<file path="config.mk">
export PLATFORM = sky130hd
export DESIGN_NAME = regfile_port_arbiter_flat
export DESIGN_NICKNAME = d
export VERILOG_FILES = /design/src/rtl/regfile_port_arbiter_pkg.sv /design/src/rtl/regfile_port_arbiter_if.sv /design/src/rtl/regfile_port_arbiter_pick.sv /design/src/rtl/regfile_port_arbiter.sv /design/src/flat_wrapper.sv
export SDC_FILE = /design/constraint.sdc
export NUM_CORES = 1
export LEC_CHECK = 0
export BUFFER_PORTS_ARGS = -buffer_cell sky130_fd_sc_hd__buf_2
export CORE_ASPECT_RATIO = 0.9
export CORE_MARGIN = 2
export CORE_UTILIZATION = 25
export DETAILED_ROUTE_END_ITERATION = 10
export PLACE_DENSITY = 0.72
export SYNTH_ARGS = -nofsm -noshare
export SYNTH_HDL_FRONTEND = slang
export SYNTH_HIERARCHICAL = 1
export SYNTH_SLANG_ARGS = --single-unit
</file>
<file path="constraint.sdc">
create_clock -name clk -period 4.95 [get_ports clk]
set_input_delay 0.2475 -clock clk [delete_from_list [all_inputs] [get_ports clk]]
set_output_delay 0.2475 -clock clk [all_outputs]
set_load 0.01 [all_outputs]
</file>
<file path="src/rtl/regfile_port_arbiter_pkg.sv">
// Shared types and constants for the register-file port arbiter.
// Holds the memory geometry, the grant-select enum and the word-to-byte address helper.
package regfile_arb_pkg;

    localparam int MEM_BYTES = 512;
    localparam int MEM_AW    = 9;
    localparam int DATA_W    = 8;
    localparam int ADDR_W    = 30;

    typedef enum logic [1:0] {
        GNT_NONE,
        GNT_RD0,
        GNT_RD1,
        GNT_WR
    } gnt_e;

    // Only the low word-address bits survive; upper bits alias onto the 128 reachable words.
    function automatic logic [MEM_AW-1:0] byte_addr(input logic [ADDR_W-1:0] word_addr);
        return {word_addr[MEM_AW-3:0], 2'b00};
    endfunction

endpackage

</file>
<file path="src/rtl/regfile_port_arbiter_if.sv">
// Bundle of requester, response and memory-port signals around the arbiter.
// slave = arbiter side, master = requesters plus the memory model.
interface regfile_arb_if;
    import regfile_arb_pkg::*;

    logic              rd0_valid;
    logic [ADDR_W-1:0] rd0_addr;
    logic              rd0_ready;
    logic              rd0_rsp_valid;
    logic [DATA_W-1:0] rd0_rsp_data;

    logic              rd1_valid;
    logic [ADDR_W-1:0] rd1_addr;
    logic              rd1_ready;
    logic              rd1_rsp_valid;
    logic [DATA_W-1:0] rd1_rsp_data;

    logic              wr_valid;
    logic [ADDR_W-1:0] wr_addr;
    logic [DATA_W-1:0] wr_data;
    logic              wr_ready;

    logic [MEM_AW-1:0] mem_addr;
    logic              mem_we;
    logic [DATA_W-1:0] mem_wdata;
    logic [DATA_W-1:0] mem_rdata;

    modport slave (
        input  rd0_valid, rd0_addr, rd1_valid, rd1_addr,
        input  wr_valid, wr_addr, wr_data, mem_rdata,
        output rd0_ready, rd0_rsp_valid, rd0_rsp_data,
        output rd1_ready, rd1_rsp_valid, rd1_rsp_data,
        output wr_ready, mem_addr, mem_we, mem_wdata
    );

    modport master (
        output rd0_valid, rd0_addr, rd1_valid, rd1_addr,
        output wr_valid, wr_addr, wr_data, mem_rdata,
        input  rd0_ready, rd0_rsp_valid, rd0_rsp_data,
        input  rd1_ready, rd1_rsp_valid, rd1_rsp_data,
        input  wr_ready, mem_addr, mem_we, mem_wdata
    );

endinterface

</file>
<file path="src/rtl/regfile_port_arbiter_pick.sv">
// Combinational grant selection: writes first unless the streak limit is hit
// while a read waits; ties between the two reads go to the channel not served last.
module regfile_arb_pick
    import regfile_arb_pkg::*;
#(
    parameter int WR_STREAK_MAX = 4
) (
    input  logic [1:0] rd_valid_i,
    input  logic       wr_valid_i,
    input  logic [2:0] streak_i,
    input  logic       rr_last_i,
    output gnt_e       gnt_o
);

    localparam logic [2:0] STREAK_MAX = 3'(WR_STREAK_MAX);

    always_comb begin
        gnt_o = GNT_NONE;
        if (wr_valid_i && ((rd_valid_i == 2'b00) || (streak_i < STREAK_MAX))) begin
            gnt_o = GNT_WR;
        end else if (rd_valid_i == 2'b11) begin
            gnt_o = rr_last_i ? GNT_RD0 : GNT_RD1;
        end else if (rd_valid_i[0]) begin
            gnt_o = GNT_RD0;
        end else if (rd_valid_i[1]) begin
            gnt_o = GNT_RD1;
        end
    end

endmodule

</file>
<file path="src/rtl/regfile_port_arbiter.sv">
// Shares one memory port between two readers and one writer with a write-streak limit.
// Define REGFILE_ARB_SVA_EN to compile in the concurrent properties.
module regfile_port_arbiter
    import regfile_arb_pkg::*;
#(
    parameter int WR_STREAK_MAX = 4
) (
    input  logic         clk,
    input  logic         rst,
    regfile_arb_if.slave bus
);

    logic [1:0]        rd_valid;
    logic [ADDR_W-1:0] rd_addr [2];
    logic [1:0]        rd_gnt;
    gnt_e              gnt_pick;
    gnt_e              gnt;

    logic [2:0]        streak_q, streak_d;
    logic              rr_last_q, rr_last_d;
    logic [MEM_AW-1:0] mem_addr_q, mem_addr_d;
    logic [1:0]        rsp_valid_q;
    logic [DATA_W-1:0] rsp_data_q [2];

    assign rd_valid   = {bus.rd1_valid, bus.rd0_valid};
    assign rd_addr[0] = bus.rd0_addr;
    assign rd_addr[1] = bus.rd1_addr;

    regfile_arb_pick #(
        .WR_STREAK_MAX (WR_STREAK_MAX)
    ) u_pick (
        .rd_valid_i (rd_valid),
        .wr_valid_i (bus.wr_valid),
        .streak_i   (streak_q),
        .rr_last_i  (rr_last_q),
        .gnt_o      (gnt_pick)
    );

    // Grants are suppressed while reset is high so nothing transfers in that cycle.
    assign gnt       = rst ? GNT_NONE : gnt_pick;
    assign rd_gnt[0] = (gnt == GNT_RD0);
    assign rd_gnt[1] = (gnt == GNT_RD1);

    assign bus.rd0_ready = rd_gnt[0];
    assign bus.rd1_ready = rd_gnt[1];
    assign bus.wr_ready  = (gnt == GNT_WR);
    assign bus.mem_we    = bus.wr_ready;
    assign bus.mem_wdata = bus.wr_data;
    assign bus.mem_addr  = mem_addr_d;

    always_comb begin
        mem_addr_d = mem_addr_q;
        rr_last_d  = rr_last_q;
        streak_d   = '0;
        case (gnt)
            GNT_WR:  mem_addr_d = byte_addr(bus.wr_addr);
            GNT_RD0: begin
                mem_addr_d = byte_addr(rd_addr[0]);
                rr_last_d  = 1'b0;
            end
            GNT_RD1: begin
                mem_addr_d = byte_addr(rd_addr[1]);
                rr_last_d  = 1'b1;
            end
            default: ;
        endcase
        if ((gnt == GNT_WR) && (rd_valid != 2'b00)) begin
            streak_d = streak_q + 3'd1;
        end
    end

    always_ff @(posedge clk or posedge rst) begin
        if (rst) begin
            streak_q    <= '0;
            rr_last_q   <= 1'b1;
            mem_addr_q  <= '0;
            rsp_valid_q <= '0;
        end else begin
            streak_q    <= streak_d;
            rr_last_q   <= rr_last_d;
            mem_addr_q  <= mem_addr_d;
            rsp_valid_q <= rd_gnt;
        end
    end

    for (genvar gi = 0; gi < 2; gi++) begin : g_rsp
        always_ff @(posedge clk or posedge rst) begin
            if (rst) begin
                rsp_data_q[gi] <= '0;
            end else if (rd_gnt[gi]) begin
                rsp_data_q[gi] <= bus.mem_rdata;
            end
        end
    end

    assign bus.rd0_rsp_valid = rsp_valid_q[0];
    assign bus.rd1_rsp_valid = rsp_valid_q[1];
    assign bus.rd0_rsp_data  = rsp_data_q[0];
    assign bus.rd1_rsp_data  = rsp_data_q[1];

`ifdef REGFILE_ARB_SVA_EN
    a_one_ready: assert property (@(posedge clk) disable iff (rst)
        $onehot0({bus.rd0_ready, bus.rd1_ready, bus.wr_ready}));

    a_we_is_wr: assert property (@(posedge clk) disable iff (rst)
        bus.mem_we |-> bus.wr_ready);

    a_rd0_progress: assert property (@(posedge clk) disable iff (rst)
        bus.rd0_valid |-> ##[0:WR_STREAK_MAX+2] (bus.rd0_ready || !bus.rd0_valid));

    a_rd1_progress: assert property (@(posedge clk) disable iff (rst)
        bus.rd1_valid |-> ##[0:WR_STREAK_MAX+2] (bus.rd1_ready || !bus.rd1_valid));

    // Back-to-back grants to the same word must observe the same stored byte.
    a_coherent_01: assert property (@(posedge clk) disable iff (rst)
        (bus.rd0_ready ##1 (bus.rd1_ready && (byte_addr(bus.rd1_addr) == $past(byte_addr(bus.rd0_addr)))))
        |=> (bus.rd1_rsp_data == bus.rd0_rsp_data));

    a_coherent_10: assert property (@(posedge clk) disable iff (rst)
        (bus.rd1_ready ##1 (bus.rd0_ready && (byte_addr(bus.rd0_addr) == $past(byte_addr(bus.rd1_addr)))))
        |=> (bus.rd0_rsp_data == bus.rd1_rsp_data));
`endif

endmodule

</file>
<file path="src/flat_wrapper.sv">
// flat-port wrapper written by rule: the top's interface ports become plain ports
module regfile_port_arbiter_flat import regfile_arb_pkg::*;
#(
    parameter int WR_STREAK_MAX = 4
)
  (clk, rst, bus_rd0_valid, bus_rd0_addr, bus_rd1_valid, bus_rd1_addr, bus_wr_valid, bus_wr_addr, bus_wr_data, bus_mem_rdata, bus_rd0_ready, bus_rd0_rsp_valid, bus_rd0_rsp_data, bus_rd1_ready, bus_rd1_rsp_valid, bus_rd1_rsp_data, bus_wr_ready, bus_mem_addr, bus_mem_we, bus_mem_wdata);
  regfile_arb_if bus_i ();
  input  logic clk;
  input  logic rst;
  input wire logic [$bits(bus_i.rd0_valid)-1:0] bus_rd0_valid;
  input wire logic [$bits(bus_i.rd0_addr)-1:0] bus_rd0_addr;
  input wire logic [$bits(bus_i.rd1_valid)-1:0] bus_rd1_valid;
  input wire logic [$bits(bus_i.rd1_addr)-1:0] bus_rd1_addr;
  input wire logic [$bits(bus_i.wr_valid)-1:0] bus_wr_valid;
  input wire logic [$bits(bus_i.wr_addr)-1:0] bus_wr_addr;
  input wire logic [$bits(bus_i.wr_data)-1:0] bus_wr_data;
  input wire logic [$bits(bus_i.mem_rdata)-1:0] bus_mem_rdata;
  output wire logic [$bits(bus_i.rd0_ready)-1:0] bus_rd0_ready;
  output wire logic [$bits(bus_i.rd0_rsp_valid)-1:0] bus_rd0_rsp_valid;
  output wire logic [$bits(bus_i.rd0_rsp_data)-1:0] bus_rd0_rsp_data;
  output wire logic [$bits(bus_i.rd1_ready)-1:0] bus_rd1_ready;
  output wire logic [$bits(bus_i.rd1_rsp_valid)-1:0] bus_rd1_rsp_valid;
  output wire logic [$bits(bus_i.rd1_rsp_data)-1:0] bus_rd1_rsp_data;
  output wire logic [$bits(bus_i.wr_ready)-1:0] bus_wr_ready;
  output wire logic [$bits(bus_i.mem_addr)-1:0] bus_mem_addr;
  output wire logic [$bits(bus_i.mem_we)-1:0] bus_mem_we;
  output wire logic [$bits(bus_i.mem_wdata)-1:0] bus_mem_wdata;
  assign bus_i.rd0_valid = bus_rd0_valid;
  assign bus_i.rd0_addr = bus_rd0_addr;
  assign bus_i.rd1_valid = bus_rd1_valid;
  assign bus_i.rd1_addr = bus_rd1_addr;
  assign bus_i.wr_valid = bus_wr_valid;
  assign bus_i.wr_addr = bus_wr_addr;
  assign bus_i.wr_data = bus_wr_data;
  assign bus_i.mem_rdata = bus_mem_rdata;
  assign bus_rd0_ready = bus_i.rd0_ready;
  assign bus_rd0_rsp_valid = bus_i.rd0_rsp_valid;
  assign bus_rd0_rsp_data = bus_i.rd0_rsp_data;
  assign bus_rd1_ready = bus_i.rd1_ready;
  assign bus_rd1_rsp_valid = bus_i.rd1_rsp_valid;
  assign bus_rd1_rsp_data = bus_i.rd1_rsp_data;
  assign bus_wr_ready = bus_i.wr_ready;
  assign bus_mem_addr = bus_i.mem_addr;
  assign bus_mem_we = bus_i.mem_we;
  assign bus_mem_wdata = bus_i.mem_wdata;
  regfile_port_arbiter #(.WR_STREAK_MAX(WR_STREAK_MAX)) u_core (.clk(clk), .rst(rst), .bus(bus_i));
endmodule
</file>
==> out/metrics.csv, run 1 <==
metric,value,unit
pin count of the biggest net entering global routing,20,
post_cts resized,0,
synth top area cells,"dfrtp_1 54%, mux2_2 14%, a222oi_1 5.0%, mux2i_1 5.0%, buf_4 4.8%",
Post-CTS Setup Bufs,0,
sequential cell area fraction in the yosys report,55.6,%
clock latency on the worst-skew pair,0.28,ns
DRT iter0 DRCs,74,
area grow syn2layout,27.9,%
crit start category,register,
ANT cells,0,
post-cts hold buffer count,0,
Die Wd,82.8,µm
# fillers,549,
Worst VDD drop,0.162,mV
clock sink total,31,
Final Wtd Congestion,0.681,
most common cell in the synthesized netlist,dfrtp_1,
clk slew on worst S/H paths,0.07,ns
die area,6210,µm²
RSZ-0062 raised after global routing,no,
Yosys cell types,19,
hpwl dp,2330,µm
Layout Utilization,33.6,%
Clock Skew,0.00531,ns
CTS H-tree lvls,2,
cts bufs inserted,5,
top post-synthesis cells by count,"30 x dfrtp_1, 17 x mux2_2, 12 x inv_1",
Synth Cell Area,1400,µm²
drt total wl,3190,µm
die height,74.9,µm
CTS root buf,clkbuf_8,
CTS tree,done,
reg2reg setup slack,2.66,ns
Post-synth EDFFs,0,
"Arr. time, crit path",2.64,ns
final std cells w/o fill,233,
Main synth FF type,dfrtp_1,
register bit count reported by yosys,31,
CORE AREA,5320,µm²
I/O Pins,150,
Synth top area share,53.7,%
Hold Crit Class,in -> async,
PD cells,367,nW/µm²
maximum root-to-sink buffer count,2,
DR WL/cell,13.7,µm
CP startpoint,u_core/rr_last_q,
FP Rows,25,
first-pass GRT wire length,4990,µm
FMAX,0.346,GHz
measured slew at the worst slew-check pin,0.796,ns
Starting Density,26.3,%
Final setup viols,0,
Crit. End Element,output pin,
"Req. time, crit path",4.70,ns
max_slew headroom,47.0,%
final worst path period share,58.3,%
DRT Pass-1 Iters,5,
Worst Setup Path Type,reg -> out,
fin nets,281,
total track usage,10.5,%
Post-Place Cells,225,
Final ANT Viol Nets,0,
antenna violations before repair,0,
PortBufs,64,
Mapped Nets,222,
leading area contributor after synthesis,dfrtp_1,
leakage power,0.000921,µW
Total Negative Setup Slacks,0,ns
vias in the first global route,1039,
R2R Path Start,u_core/rr_last_q,
layout cells sized above 1,53.6,%
DR vias,1029,
synth warn,6,
largest stage delay on the critical path,0.68,ns
CP max-delay cell,ha_1,
CP max FO,17,
via density per instance,4.42,
max-slew violation count,0,
drt drc,0,
Final min period,2.89,ns
status,"complete, no violations",
grt ovf,0,
"Critical Path, Cell by Cell","nand2_1, a22o_1, nor2b_1, inv_1, ha_1, a222oi_1, mux2i_1, buf_2",
CP Capture Point,bus_mem_addr[2],
final hold violations,0,
syn_area_per_cell,13.2,µm²
Gate Count Post-Synth,106,
worst r2r path cells,7,
Max Cap Viol,0,
Synth async-reset ratio,100,%
RR Endpoint,u_core/mem_addr_q[2],
-- per-layer routing --
layer	vias to the layer above	track usage, %	part of all wire, %
li1	479	-	-
met5	-	0	0
met3	4	3.95	8.2
met2	46	18.5	50
met1	500	11.9	41
met4	0	3.83	0.97
-- how the worst min path moves through the flow --
stage          startpoint                         end  slack (ns)  cells past startpoint
3_5_place_dp          rst          u_core/streak_q[2]        0.32                      2
4_1_cts               rst          u_core/streak_q[2]        0.03                      2
5_1_grt               rst          u_core/streak_q[2]        0.05                      2
2_1_floorplan         rst  u_core/bus.rd0_rsp_data[0]        0.35                      1
6_report              rst          u_core/streak_q[1]       0.004                      2
3_3_place_gp          rst          u_core/streak_q[2]        0.31                      2
-- cell usage in the layout, fill, tap and decap left out --
cell / synthesis / layout
clkbuf_8: 1 / 5
and2_1: 2 / 2
clkbuf_1: 0 / 2
a22o_1: 1 / 1
o221ai_1: 1 / 1
nor2_1: 4 / 4
mux2i_1: 7 / 7
mux2_2: 17 / 17
buf_2: 2 / 64
inv_1: 12 / 12
dfstp_2: 1 / 1
nand2_1: 2 / 2
nor2b_1: 2 / 2
a222oi_1: 7 / 7
buf_4: 9 / 1
o21ai_0: 1 / 1
ha_1: 5 / 5
dfrtp_1: 30 / 30
xnor2_1: 1 / 1
clkinv_2: 0 / 1
-- through the flow --
step	power [µW]	hold slack (ns)	setup slack (ns)	instance area, µm²
6_report	657	0.00449	2.06	1790
5_1_grt	700	0.0463	1.87	1790
4_1_cts	672	0.0284	2.03	1790
3_5_place_dp	477	0.319	2.34	1710
3_3_place_gp	471	0.308	2.38	1710
2_1_floorplan	414	0.350	2.84	1400
-- sequential cells by signal, indices dropped and copies added, names as in the netlist --
| name | cells |
|---|---|
| u_core/rsp_valid_q | 2 |
| u_core/rr_last_q | 1 |
| u_core/streak_q | 3 |
| u_core/bus.rd0_rsp_data | 8 |
| u_core/mem_addr_q | 9 |
| u_core/bus.rd1_rsp_data | 8 |
-- where the power goes --
group	total [µW]	switching, µW	internal [µW]
Combinational	156	78.9	77.4
Sequential	312	16.4	295
Clock	189	90.3	98.5
-- kinds of logic (layout without fill, tap and decap cells) --
group / count (synthesis) / in the layout / synth area share [%]
flip-flops: 31 / 31 / 55.6
buffers and inverters: 25 / 85 / 10.6
multiplexers: 24 / 24 / 18.7
AO/OA/AOI/OAI: 10 / 10 / 6.62
AND/OR/NAND/NOR: 10 / 10 / 3.40
adder cells (fa/ha/maj): 5 / 5 / 4.48
XOR/XNOR: 1 / 1 / 0.627
-- layout make-up --
cell class                      count  area, µm²  area share (%)
Inverter                           12       45.0            2.52
Sequential cell                    31        777            43.5
Tap cell                           67       83.8            4.69
Clock inverter                      1       5.00           0.280
Clock buffer                        7       76.3            4.27
Timing Repair Buffer               65        328            18.3
Multi-Input combinational cell     50        473            26.5
-- critical path, delay by kind of cell (launching register included) --
kind,cells,cell delay (ns)
fa+ha+maj,1,0.68
flops,1,0.53
compound gates,2,0.42
buf+inv,2,0.26
mux,1,0.25
simple gates,2,0.23
Power figures use the tool's default switching activity.
==> run 2: changes to the inputs <==
Settings changed: PLACE_DENSITY 0.72 to 0.75.
Clock period 4.95 ns to 2.5 ns, I/O delays scaled along.
==> out/metrics.csv, run 2 (synthesized netlist as in run 1, its figures left out) <==
metric,value,unit,change
via density per instance,4.23,,was 4.42
die height,74.9,µm,unchanged
drt drc,0,,unchanged
Post-Place Cells,228,,was 225
final worst path period share,92.1,%,
leakage power,0.000957,µW,was 0.000921 µW
DRT iter0 DRCs,36,,was 74
cts bufs inserted,5,,unchanged
"commonest non-fill, non-tap cell in the layout",buf_2,,unchanged
CTS root buf,clkbuf_8,,unchanged
crit start category,register,,unchanged
antenna violations before repair,0,,unchanged
Final Power,1340,µW,was 657 µW
Final Wtd Congestion,0.676,,was 0.681
Hold Crit Class,in -> reg,,was in -> async
final hold violations,0,,unchanged
measured slew at the worst slew-check pin,0.537,ns,was 0.796 ns
CP max FO,9,,was 17
clk slew on worst S/H paths,0.07,ns,about the same
Net Sw Frac,27.2,%,was 28.3%
ANT cells,0,,unchanged
FP Rows,25,,unchanged
CTS H-tree lvls,2,,unchanged
Total Negative Setup Slacks,0,ns,unchanged
Clock Skew,0.00609,ns,was 0.00531 ns
total track usage,9.65,%,was 10.5%
Final min period,2.30,ns,
pin count of the biggest net entering global routing,18,,was 20
DRT Pass-1 Iters,4,,was 5
vias in the first global route,984,,was 1039
net switching power,364,µW,was 186 µW
Comb pwr share,24.1,%,was 23.8%
RSZ-0062 raised after global routing,no,,unchanged
PD cells,717,nW/µm²,was 367 nW/µm²
die area,6210,µm²,unchanged
maximum root-to-sink buffer count,2,,unchanged
first-pass GRT wire length,4690,µm,was 4990 µm
clock latency on the worst-skew pair,0.27,ns,was 0.28 ns
Worst VDD drop,0.281,mV,was 0.162 mV
Final setup viols,0,,unchanged
Clk pwr share,29.7,%,was 28.8%
PortBufs,64,,unchanged
CTS tree,done,,unchanged
DR WL/cell,12.5,µm,was 13.7 µm
max_slew headroom,64.2,%,was 47.0%
hpwl dp,2240,µm,was 2330 µm
final std cells w/o fill,239,,was 233
Crit. End Element,output pin,,unchanged
I/O Pins,150,,unchanged
max-slew violation count,0,,unchanged
Reg power frac,46.2,%,was 47.5%
FMAX,0.434,GHz,
"Req. time, crit path",2.38,ns,was 4.70 ns
drt total wl,2990,µm,was 3190 µm
Worst Setup Path Type,reg -> out,,unchanged
Max Cap Viol,0,,unchanged
Largest register FFs,9,,unchanged
fin nets,287,,was 281
clock sink total,31,,unchanged
final hold slack,0.0895,ns,was 0.00449 ns
layout cells sized above 1,58.1,%,was 53.6%
grt ovf,0,,unchanged
Biggest register,u_core/mem_addr_q,,unchanged
CORE AREA,5320,µm²,unchanged
status,"complete, no violations",,unchanged
Starting Density,26.3,%,unchanged
Place WS,0.293,ns,was 2.34 ns
worst setup margin,0.197,ns,was 2.06 ns
most used cells in the layout excluding fill and tap cells,"64 x buf_2, 30 x dfrtp_1, 17 x mux2_2",,unchanged
"Arr. time, crit path",2.18,ns,was 2.64 ns
Final ANT Viol Nets,0,,unchanged
Pint,972,µW,was 471 µW
DR vias,1011,,was 1029
Die Wd,82.8,µm,unchanged
area grow syn2layout,33.3,%,was 27.9%
run 2: worst paths after layout:
path	startpoint	endpoint	slack [ns]	depth (start not counted)
worst min-delay path	bus_mem_rdata[0]	u_core/bus.rd1_rsp_data[0]	0.09	2
worst min register to register	u_core/streak_q[0]	u_core/streak_q[0]	0.43	1
worst max register to register	u_core/rr_last_q	u_core/bus.rd0_rsp_data[3]	0.47	7
min in group asynchronous	rst	u_core/streak_q[1]	0.50	3
max in group asynchronous	rst	u_core/bus.rd1_rsp_data[7]	1.36	4
worst max-delay path	u_core/rr_last_q	bus_mem_addr[2]	0.20	7
run 2: repair_timing:
item	CTS	global route
hold buffers	1	0
setup buffers	0	2
setup endpoints to repair	1	9
gates resized for setup	1	5
pin swaps	0	1
gates cloned	0	0
hold endpoints to repair	13	0
run 2: cell type report:
cell class / count / area, µm²
Inverter: 12 / 45.0
Sequential cell: 31 / 777
Multi-Input combinational cell: 50 / 490
Timing Repair Buffer: 71 / 375
Tap cell: 67 / 83.8
Clock buffer: 7 / 86.3
Clock inverter: 1 / 5.00
Fill cell: 552 / 3450
run 2: worst max-delay path, stage by stage, from the launching register on:
cell and delay (ns):
dfstp_2 0.53, nand2_1 0.06, a22o_1 0.22, nor2b_1 0.15, ha_2 0.25, a222oi_1 0.38, mux2i_1 0.15, buf_2 0.17
run 2: metrics by stage:
step / utilization (%) / cell area (µm²)
4_1_cts: 34.5 / 1830
2_1_floorplan: - / 1400
3_5_place_dp: 32.5 / 1730
3_3_place_gp: 32.5 / 1730
5_1_grt: 35.0 / 1860
6_report: 35.0 / 1860
run 2: per-layer routing:
layer  vias up  GRT usage [%]  routed length, µm
li1        491              -                  -
met1       473           11.2               1270
met2        47           16.7               1430
met3         0           3.95                283
met4         0           2.91                  0
met5         -              0                  0
run 2: power groups by stage:
| stage | Clock (µW) | Sequential [µW] | Combinational (µW) |
|---|---|---|---|
| 6_report | 396 | 617 | 322 |
| 5_1_grt | 436 | 628 | 354 |
| 4_1_cts | 416 | 619 | 323 |
| 3_5_place_dp | 0 | 626 | 320 |
| 3_3_place_gp | 0 | 625 | 313 |
| 2_1_floorplan | 0 | 654 | 166 |
